## src/rtl/shift_sched_if.sv

```systemverilog
// Request/response bundle for shift_sched: two requester channels and one
// tagged response channel, all valid/ready.
interface shift_sched_if #(
    parameter int XLEN = 64,
    parameter int AMTW = 6,
    parameter int TAGW = 4
);
    logic            req0_valid;
    logic            req0_ready;
    logic [1:0]      req0_op;
    logic [XLEN-1:0] req0_data;
    logic [AMTW-1:0] req0_amt;
    logic [TAGW-1:0] req0_tag;

    logic            req1_valid;
    logic            req1_ready;
    logic [1:0]      req1_op;
    logic [XLEN-1:0] req1_data;
    logic [AMTW-1:0] req1_amt;
    logic [TAGW-1:0] req1_tag;

    logic            resp_valid;
    logic            resp_ready;
    logic [XLEN-1:0] resp_data;
    logic            resp_src;
    logic [TAGW-1:0] resp_tag;

    modport master (
        output req0_valid, req0_op, req0_data, req0_amt, req0_tag,
        output req1_valid, req1_op, req1_data, req1_amt, req1_tag,
        output resp_ready,
        input  req0_ready, req1_ready,
        input  resp_valid, resp_data, resp_src, resp_tag
    );

    modport slave (
        input  req0_valid, req0_op, req0_data, req0_amt, req0_tag,
        input  req1_valid, req1_op, req1_data, req1_amt, req1_tag,
        input  resp_ready,
        output req0_ready, req1_ready,
        output resp_valid, resp_data, resp_src, resp_tag
    );
endinterface

```

## src/rtl/shift_sched.sv

```systemverilog
// Round-robin sequencer sharing one external right shifter between two
// requesters; builds SLL by bit reversal and ROR from two shifter passes.
module shift_sched #(
    parameter int XLEN = 64,
    parameter int AMTW = 6,
    parameter int TAGW = 4
) (
    input  logic            clk,
    input  logic            rst_n,
    shift_sched_if.slave    bus,
    output logic [XLEN-1:0] sh_in,
    output logic [AMTW-1:0] sh_amt,
    output logic            sh_control,
    input  logic [XLEN-1:0] sh_out,
    output logic            busy
);

    typedef enum logic [1:0] {IDLE, EXEC, PASS2, RESP} state_t;
    typedef enum logic [1:0] {OP_SRL, OP_SRA, OP_SLL, OP_ROR} op_t;

    state_t          state, next_state;
    logic            rr_ptr;
    logic            gnt0, gnt1, grant;
    op_t             lat_op;
    logic [XLEN-1:0] lat_data;
    logic [AMTW-1:0] lat_amt;
    logic [TAGW-1:0] lat_tag;
    logic            lat_src;
    logic [XLEN-1:0] partial;
    logic            load_resp;
    logic [XLEN-1:0] resp_next;

    function automatic logic [XLEN-1:0] bitrev(input logic [XLEN-1:0] x);
        logic [XLEN-1:0] r;
        for (int i = 0; i < XLEN; i++) r[i] = x[XLEN-1-i];
        return r;
    endfunction

    // NOTE: every variable driven here gets a default first so no latch is inferred.
    always_comb begin
        next_state = state;
        gnt0       = 1'b0;
        gnt1       = 1'b0;
        load_resp  = 1'b0;
        resp_next  = sh_out;
        unique case (state)
            IDLE: begin
                if (rst_n) begin
                    gnt0 = bus.req0_valid && (!bus.req1_valid || !rr_ptr);
                    gnt1 = bus.req1_valid && (!bus.req0_valid ||  rr_ptr);
                end
                if (gnt0 || gnt1) next_state = EXEC;
            end
            EXEC: begin
                if (lat_op == OP_ROR && lat_amt != '0) begin
                    next_state = PASS2;
                end else begin
                    next_state = RESP;
                    load_resp  = 1'b1;
                    resp_next  = (lat_op == OP_SLL) ? bitrev(sh_out) : sh_out;
                end
            end
            PASS2: begin
                next_state = RESP;
                load_resp  = 1'b1;
                resp_next  = partial | bitrev(sh_out);
            end
            RESP: if (bus.resp_ready) next_state = IDLE;
        endcase
    end

    // Shifter is idle-driven to zero outside the two execute states.
    always_comb begin
        sh_in      = '0;
        sh_amt     = '0;
        sh_control = 1'b0;
        if (state == EXEC) begin
            sh_in      = (lat_op == OP_SLL) ? bitrev(lat_data) : lat_data;
            sh_amt     = lat_amt;
            sh_control = (lat_op == OP_SRA);
        end else if (state == PASS2) begin
            sh_in  = bitrev(lat_data);
            sh_amt = AMTW'(XLEN) - lat_amt;
        end
    end

    assign grant          = gnt0 || gnt1;
    assign bus.req0_ready = gnt0;
    assign bus.req1_ready = gnt1;
    assign bus.resp_valid = (state == RESP);
    assign busy           = rst_n && (state != IDLE);

    // NOTE: sequential state uses non-blocking assignments only; reset is synchronous.
    always_ff @(posedge clk) begin
        if (!rst_n) state <= IDLE;
        else        state <= next_state;
    end

    always_ff @(posedge clk) begin
        if (!rst_n) begin
            rr_ptr        <= 1'b0;
            bus.resp_data <= '0;
            bus.resp_src  <= 1'b0;
            bus.resp_tag  <= '0;
        end else begin
            if (grant) rr_ptr <= gnt0;
            if (load_resp) begin
                bus.resp_data <= resp_next;
                bus.resp_src  <= lat_src;
                bus.resp_tag  <= lat_tag;
            end
        end
    end

    // NOTE: payload registers are not reset; they are only read after a grant loads them.
    always_ff @(posedge clk) begin
        if (grant) begin
            lat_src  <= gnt1;
            lat_op   <= op_t'(gnt1 ? bus.req1_op : bus.req0_op);
            lat_data <= gnt1 ? bus.req1_data : bus.req0_data;
            lat_amt  <= gnt1 ? bus.req1_amt  : bus.req0_amt;
            lat_tag  <= gnt1 ? bus.req1_tag  : bus.req0_tag;
        end
        if (state == EXEC) partial <= sh_out;
    end

endmodule

```

## src/flat_wrapper.sv

```systemverilog
// flat-port wrapper written by rule: the top's interface ports become plain ports
module shift_sched_flat 
#(
    parameter int XLEN = 64,
    parameter int AMTW = 6,
    parameter int TAGW = 4
)
  (clk, rst_n, sh_in, sh_amt, sh_control, sh_out, busy, bus_req0_valid, bus_req0_op, bus_req0_data, bus_req0_amt, bus_req0_tag, bus_req1_valid, bus_req1_op, bus_req1_data, bus_req1_amt, bus_req1_tag, bus_resp_ready, bus_req0_ready, bus_req1_ready, bus_resp_valid, bus_resp_data, bus_resp_src, bus_resp_tag);
  shift_sched_if #(.XLEN(XLEN), .AMTW(AMTW), .TAGW(TAGW)) bus_i ();
  input  logic clk;
  input  logic rst_n;
  output logic [XLEN-1:0] sh_in;
  output logic [AMTW-1:0] sh_amt;
  output logic sh_control;
  input  logic [XLEN-1:0] sh_out;
  output logic busy;
  input wire logic [$bits(bus_i.req0_valid)-1:0] bus_req0_valid;
  input wire logic [$bits(bus_i.req0_op)-1:0] bus_req0_op;
  input wire logic [$bits(bus_i.req0_data)-1:0] bus_req0_data;
  input wire logic [$bits(bus_i.req0_amt)-1:0] bus_req0_amt;
  input wire logic [$bits(bus_i.req0_tag)-1:0] bus_req0_tag;
  input wire logic [$bits(bus_i.req1_valid)-1:0] bus_req1_valid;
  input wire logic [$bits(bus_i.req1_op)-1:0] bus_req1_op;
  input wire logic [$bits(bus_i.req1_data)-1:0] bus_req1_data;
  input wire logic [$bits(bus_i.req1_amt)-1:0] bus_req1_amt;
  input wire logic [$bits(bus_i.req1_tag)-1:0] bus_req1_tag;
  input wire logic [$bits(bus_i.resp_ready)-1:0] bus_resp_ready;
  output wire logic [$bits(bus_i.req0_ready)-1:0] bus_req0_ready;
  output wire logic [$bits(bus_i.req1_ready)-1:0] bus_req1_ready;
  output wire logic [$bits(bus_i.resp_valid)-1:0] bus_resp_valid;
  output wire logic [$bits(bus_i.resp_data)-1:0] bus_resp_data;
  output wire logic [$bits(bus_i.resp_src)-1:0] bus_resp_src;
  output wire logic [$bits(bus_i.resp_tag)-1:0] bus_resp_tag;
  assign bus_i.req0_valid = bus_req0_valid;
  assign bus_i.req0_op = bus_req0_op;
  assign bus_i.req0_data = bus_req0_data;
  assign bus_i.req0_amt = bus_req0_amt;
  assign bus_i.req0_tag = bus_req0_tag;
  assign bus_i.req1_valid = bus_req1_valid;
  assign bus_i.req1_op = bus_req1_op;
  assign bus_i.req1_data = bus_req1_data;
  assign bus_i.req1_amt = bus_req1_amt;
  assign bus_i.req1_tag = bus_req1_tag;
  assign bus_i.resp_ready = bus_resp_ready;
  assign bus_req0_ready = bus_i.req0_ready;
  assign bus_req1_ready = bus_i.req1_ready;
  assign bus_resp_valid = bus_i.resp_valid;
  assign bus_resp_data = bus_i.resp_data;
  assign bus_resp_src = bus_i.resp_src;
  assign bus_resp_tag = bus_i.resp_tag;
  shift_sched #(.XLEN(XLEN), .AMTW(AMTW), .TAGW(TAGW)) u_core (.clk(clk), .rst_n(rst_n), .bus(bus_i), .sh_in(sh_in), .sh_amt(sh_amt), .sh_control(sh_control), .sh_out(sh_out), .busy(busy));
endmodule
```

## config.mk

```make
export PLATFORM = sky130hd
export DESIGN_NAME = shift_sched_flat
export DESIGN_NICKNAME = d
export VERILOG_FILES = /design/src/rtl/shift_sched_if.sv /design/src/rtl/shift_sched.sv /design/src/flat_wrapper.sv
export SDC_FILE = /design/constraint.sdc
export NUM_CORES = 1
export LEC_CHECK = 0
export ABC_AREA = 1
export CORE_MARGIN = 2
export CORE_UTILIZATION = 39
export CTS_CLUSTER_SIZE = 25
export DETAILED_ROUTE_END_ITERATION = 6
export PLACE_DENSITY_LB_ADDON = 0.12
export SLEW_MARGIN = 20
export SYNTH_ARGS = -nofsm -noshare
export SYNTH_HDL_FRONTEND = slang
export SYNTH_SLANG_ARGS = --single-unit
```

## constraint.sdc

```tcl
create_clock -name clk -period 8.85 [get_ports clk]
set_input_delay 1.3275 -clock clk [delete_from_list [all_inputs] [get_ports clk]]
set_output_delay 1.3275 -clock clk [all_outputs]
set_load 0.005 [all_outputs]
```

==> impl_metrics.yaml <==
flow_run:
  maxCapViolCount: 0
timing:
  max-slew-margin-rel: 0.303
  finalSetupViolCount: 0
  fin_setup_tns_ns: 0
  skew_ns: 0.00967
  fin_crit_sh: 0.549
  final-max-slew-violation-count: 0
  rsz0062_at_grt: "no"
  hold_viol_final: 0
  tightest_slew_ns: 1.05
  max_freq_mhz: 206
  period_minus_slack_ns: 4.86
drt:
  drt_iter0_drc: 736
  wl_per_cell_um: 14.9
  ant_nets: 0
  finalWirelength_mm: 32.4
  drc: 0
  drt-pass1-iter-count: 6
  via_count: 10100
  vias_per_cell: 4.65
synth:
  synth_top_area_share: 0.388
  syn-num-nets: 1686
  synthFlopType: "edfxtp_1"
  yosysMostFrequentCell: "nand2_1"
  synth_edf_count: 141
  avgSynthCellArea_um2: 7.47
  yosys_warnings: 0
  synth_largest_area_cell: "edfxtp_1"
  syn_area_um2: 10900
  synth.distinct_cells: 20
  synth_common_cells: "nand2_1 (580), inv_1 (211), nor2_1 (151)"
  ys_seq_area_frac: 0.520
  synth-seq-cells: 213
  synthTopCellsByArea: "edfxtp_1 (39%), nand2_1 (20%), dfxtp_1 (13%)"
  ys_async_sr_fraction: 0
  syn_inst: 1459
power:
  swShare: 0.357
  clock_power_share: 0.203
  pwr-share-seq: 0.333
  total_power_w: 0.00478
  combinationalPowerShare: 0.464
  vdd_ir_drop_max_v: 0.000185
  switchingPower_w: 0.00171
  power_density_nw_per_um2: 309
  total_leakage_power_nw: 7.19
  cell_internal_pwr_w: 0.00307
critical_path:
  cp_top_family: "buffers and inverters"
  path_max_fanout: 66
  path_buf_inv: 4
  crit_path_max_incr_delay_ns: 0.55
  required_ns: 7.52
  startpoint_type: "register"
  crit_slowest_cell: "nand2_4"
  end_kind: "output port"
  worst-endpoint-arrival_ns: 3.53
  worstSetupPathType: "reg -> out"
  crit_chain: "inv_1, nand2_2, buf_4, nand2_2, buf_4, nand2_4, o22ai_1, clkdlybuf4s50_1"
clock_network:
  cts_hold_buffers: 0
  tritoncts: "built"
  cts_setup_buffers: 0
  cts.clk_slew.worst_paths_ns: 0.06
  ctsHtreeMaxLevel: 1
  clockBufferDepth: 3
  cts_sinks: 213
  clkLatencyLatePin_ns: 0.52
  cts_root_buf: "clkbuf_16"
  cts_resized: 0
  cts_made_buffers: 25
worst_hold_path:
  min_path_type: "reg -> reg"
grt:
  grt_pass1_vias: 9240
  grtUsageTotal: 0.214
  grt_max_degree: 103
  grt_overflow_total: 0
  antenna_found_initial: 3
  grt_pass1_wl_mm: 49.3
floorplan:
  die-area_um2: 29300
  die_x_um: 171
  start_util: 0.395
  ios: 365
  core_um2: 27600
  core.rowCount: 61
  die_h_um: 171
outcome:
  status: "finished clean"
place:
  io_buffers: 364
  place_hpwl_mm: 22.7
  place_congestion: 0.867
final_layout:
  drive_gt1_frac: 0.0312
  nets: 2004
  area_growth_pct: 41.6
[metrics by stage]
stage	instance area, um^2	utilization	hold WS (ns)	setup WS, ns	std cells
finish	15400	0.559	0.468	3.99	2176
global route	15400	0.559	0.501	3.74	2176
CTS	15400	0.559	0.470	3.58	2174
detailed placement	14700	0.531	0.459	4.17	2128
global placement	14700	0.531	0.451	4.24	2128
floorplan	10900	-	0.447	4.53	1459
[registers in the layout, indices dropped and copies added (netlist names)]
signal	flops
u_core.bus.resp_data	64
u_core.lat_data	64
u_core.partial	64
u_core.lat_amt	6
u_core.bus.resp_tag	4
u_core.lat_tag	4
u_core.lat_op	2
u_core.state	2
u_core.bus.resp_src	1
u_core.lat_src	1
u_core.rr_ptr	1
[kinds of logic after synthesis]
| logic type | Yosys count | synth area share |
|---|---|---|
| adders and majority gates | 6 | 0.00688 |
| buffers and inverters | 296 | 0.115 |
| DFF | 213 | 0.520 |
| and+or+nand+nor | 810 | 0.289 |
| AOI/OAI and AO/OA | 134 | 0.0688 |
[final cells by class]
type                            count  area [um^2]
Antenna cell                        2         5.00
Clock buffer                       35          673
Clock inverter                     11         81.3
Fill cell                        2617        12200
Inverter                          216          812
Multi-Input combinational cell    950         4030
Sequential cell                   213         5680
Tap cell                          378          473
Timing Repair Buffer              371         3690
[power by group through the flow]
| stage | sequential [W] | combinational, W | clock (W) |
|---|---|---|---|
| 3_3_place_gp | 0.00160 | 0.00221 | 0 |
| 3_5_place_dp | 0.00161 | 0.00223 | 0 |
| 6_report | 0.00159 | 0.00222 | 0.000969 |
| 4_1_cts | 0.00159 | 0.00224 | 0.000994 |
| 2_1_floorplan | 0.00160 | 0.00119 | 0 |
| 5_1_grt | 0.00163 | 0.00248 | 0.00103 |
[placed cells by master (no fill, tap or decap), types with 4 or more instances in the layout]
master           netlist  layout
a21oi_1                4       4
buf_4                 12       6
clkbuf_1              23       9
clkbuf_16              0      25
clkdlybuf4s50_1        0     363
clkinv_2               0       6
dfxtp_1               72      72
edfxtp_1             141     141
ha_1                   6       4
inv_1                211     211
inv_2                  5       4
nand2_1              580     576
nand3_1               71      71
nor2_1               151     151
nor3_1                 4       4
o21ai_0               66      66
o22ai_1               64      64
[worst min-delay path, stage by stage, from the launching register on]
cell	delay (ns)
edfxtp_1	0.32
nor2_1	0.04
nor2_1	0.08
[metal layers]
layer,track usage,vias to the layer above,part of all wire
li1,-,5179,-
met1,0.259,4578,0.41
met2,0.376,303,0.50
met3,0.0545,54,0.073
met4,0.0608,2,0.023
met5,0,-,0.00040
[path summary, 6_finish.rpt]
| path | start | to | slack (ns) | cells past startpoint |
|---|---|---|---|---|
| worst max register to register | u_core.state[0] | u_core.lat_data[31] | 5.94 | 5 |
| worst min register to register | u_core.lat_tag[2] | u_core.bus.resp_tag[2] | 0.47 | 2 |
| worst min-delay path | u_core.lat_tag[2] | u_core.bus.resp_tag[2] | 0.47 | 2 |
| worst max-delay path | u_core.lat_op[0] | sh_in[18] | 3.99 | 8 |
Power figures use the tool's default switching activity.
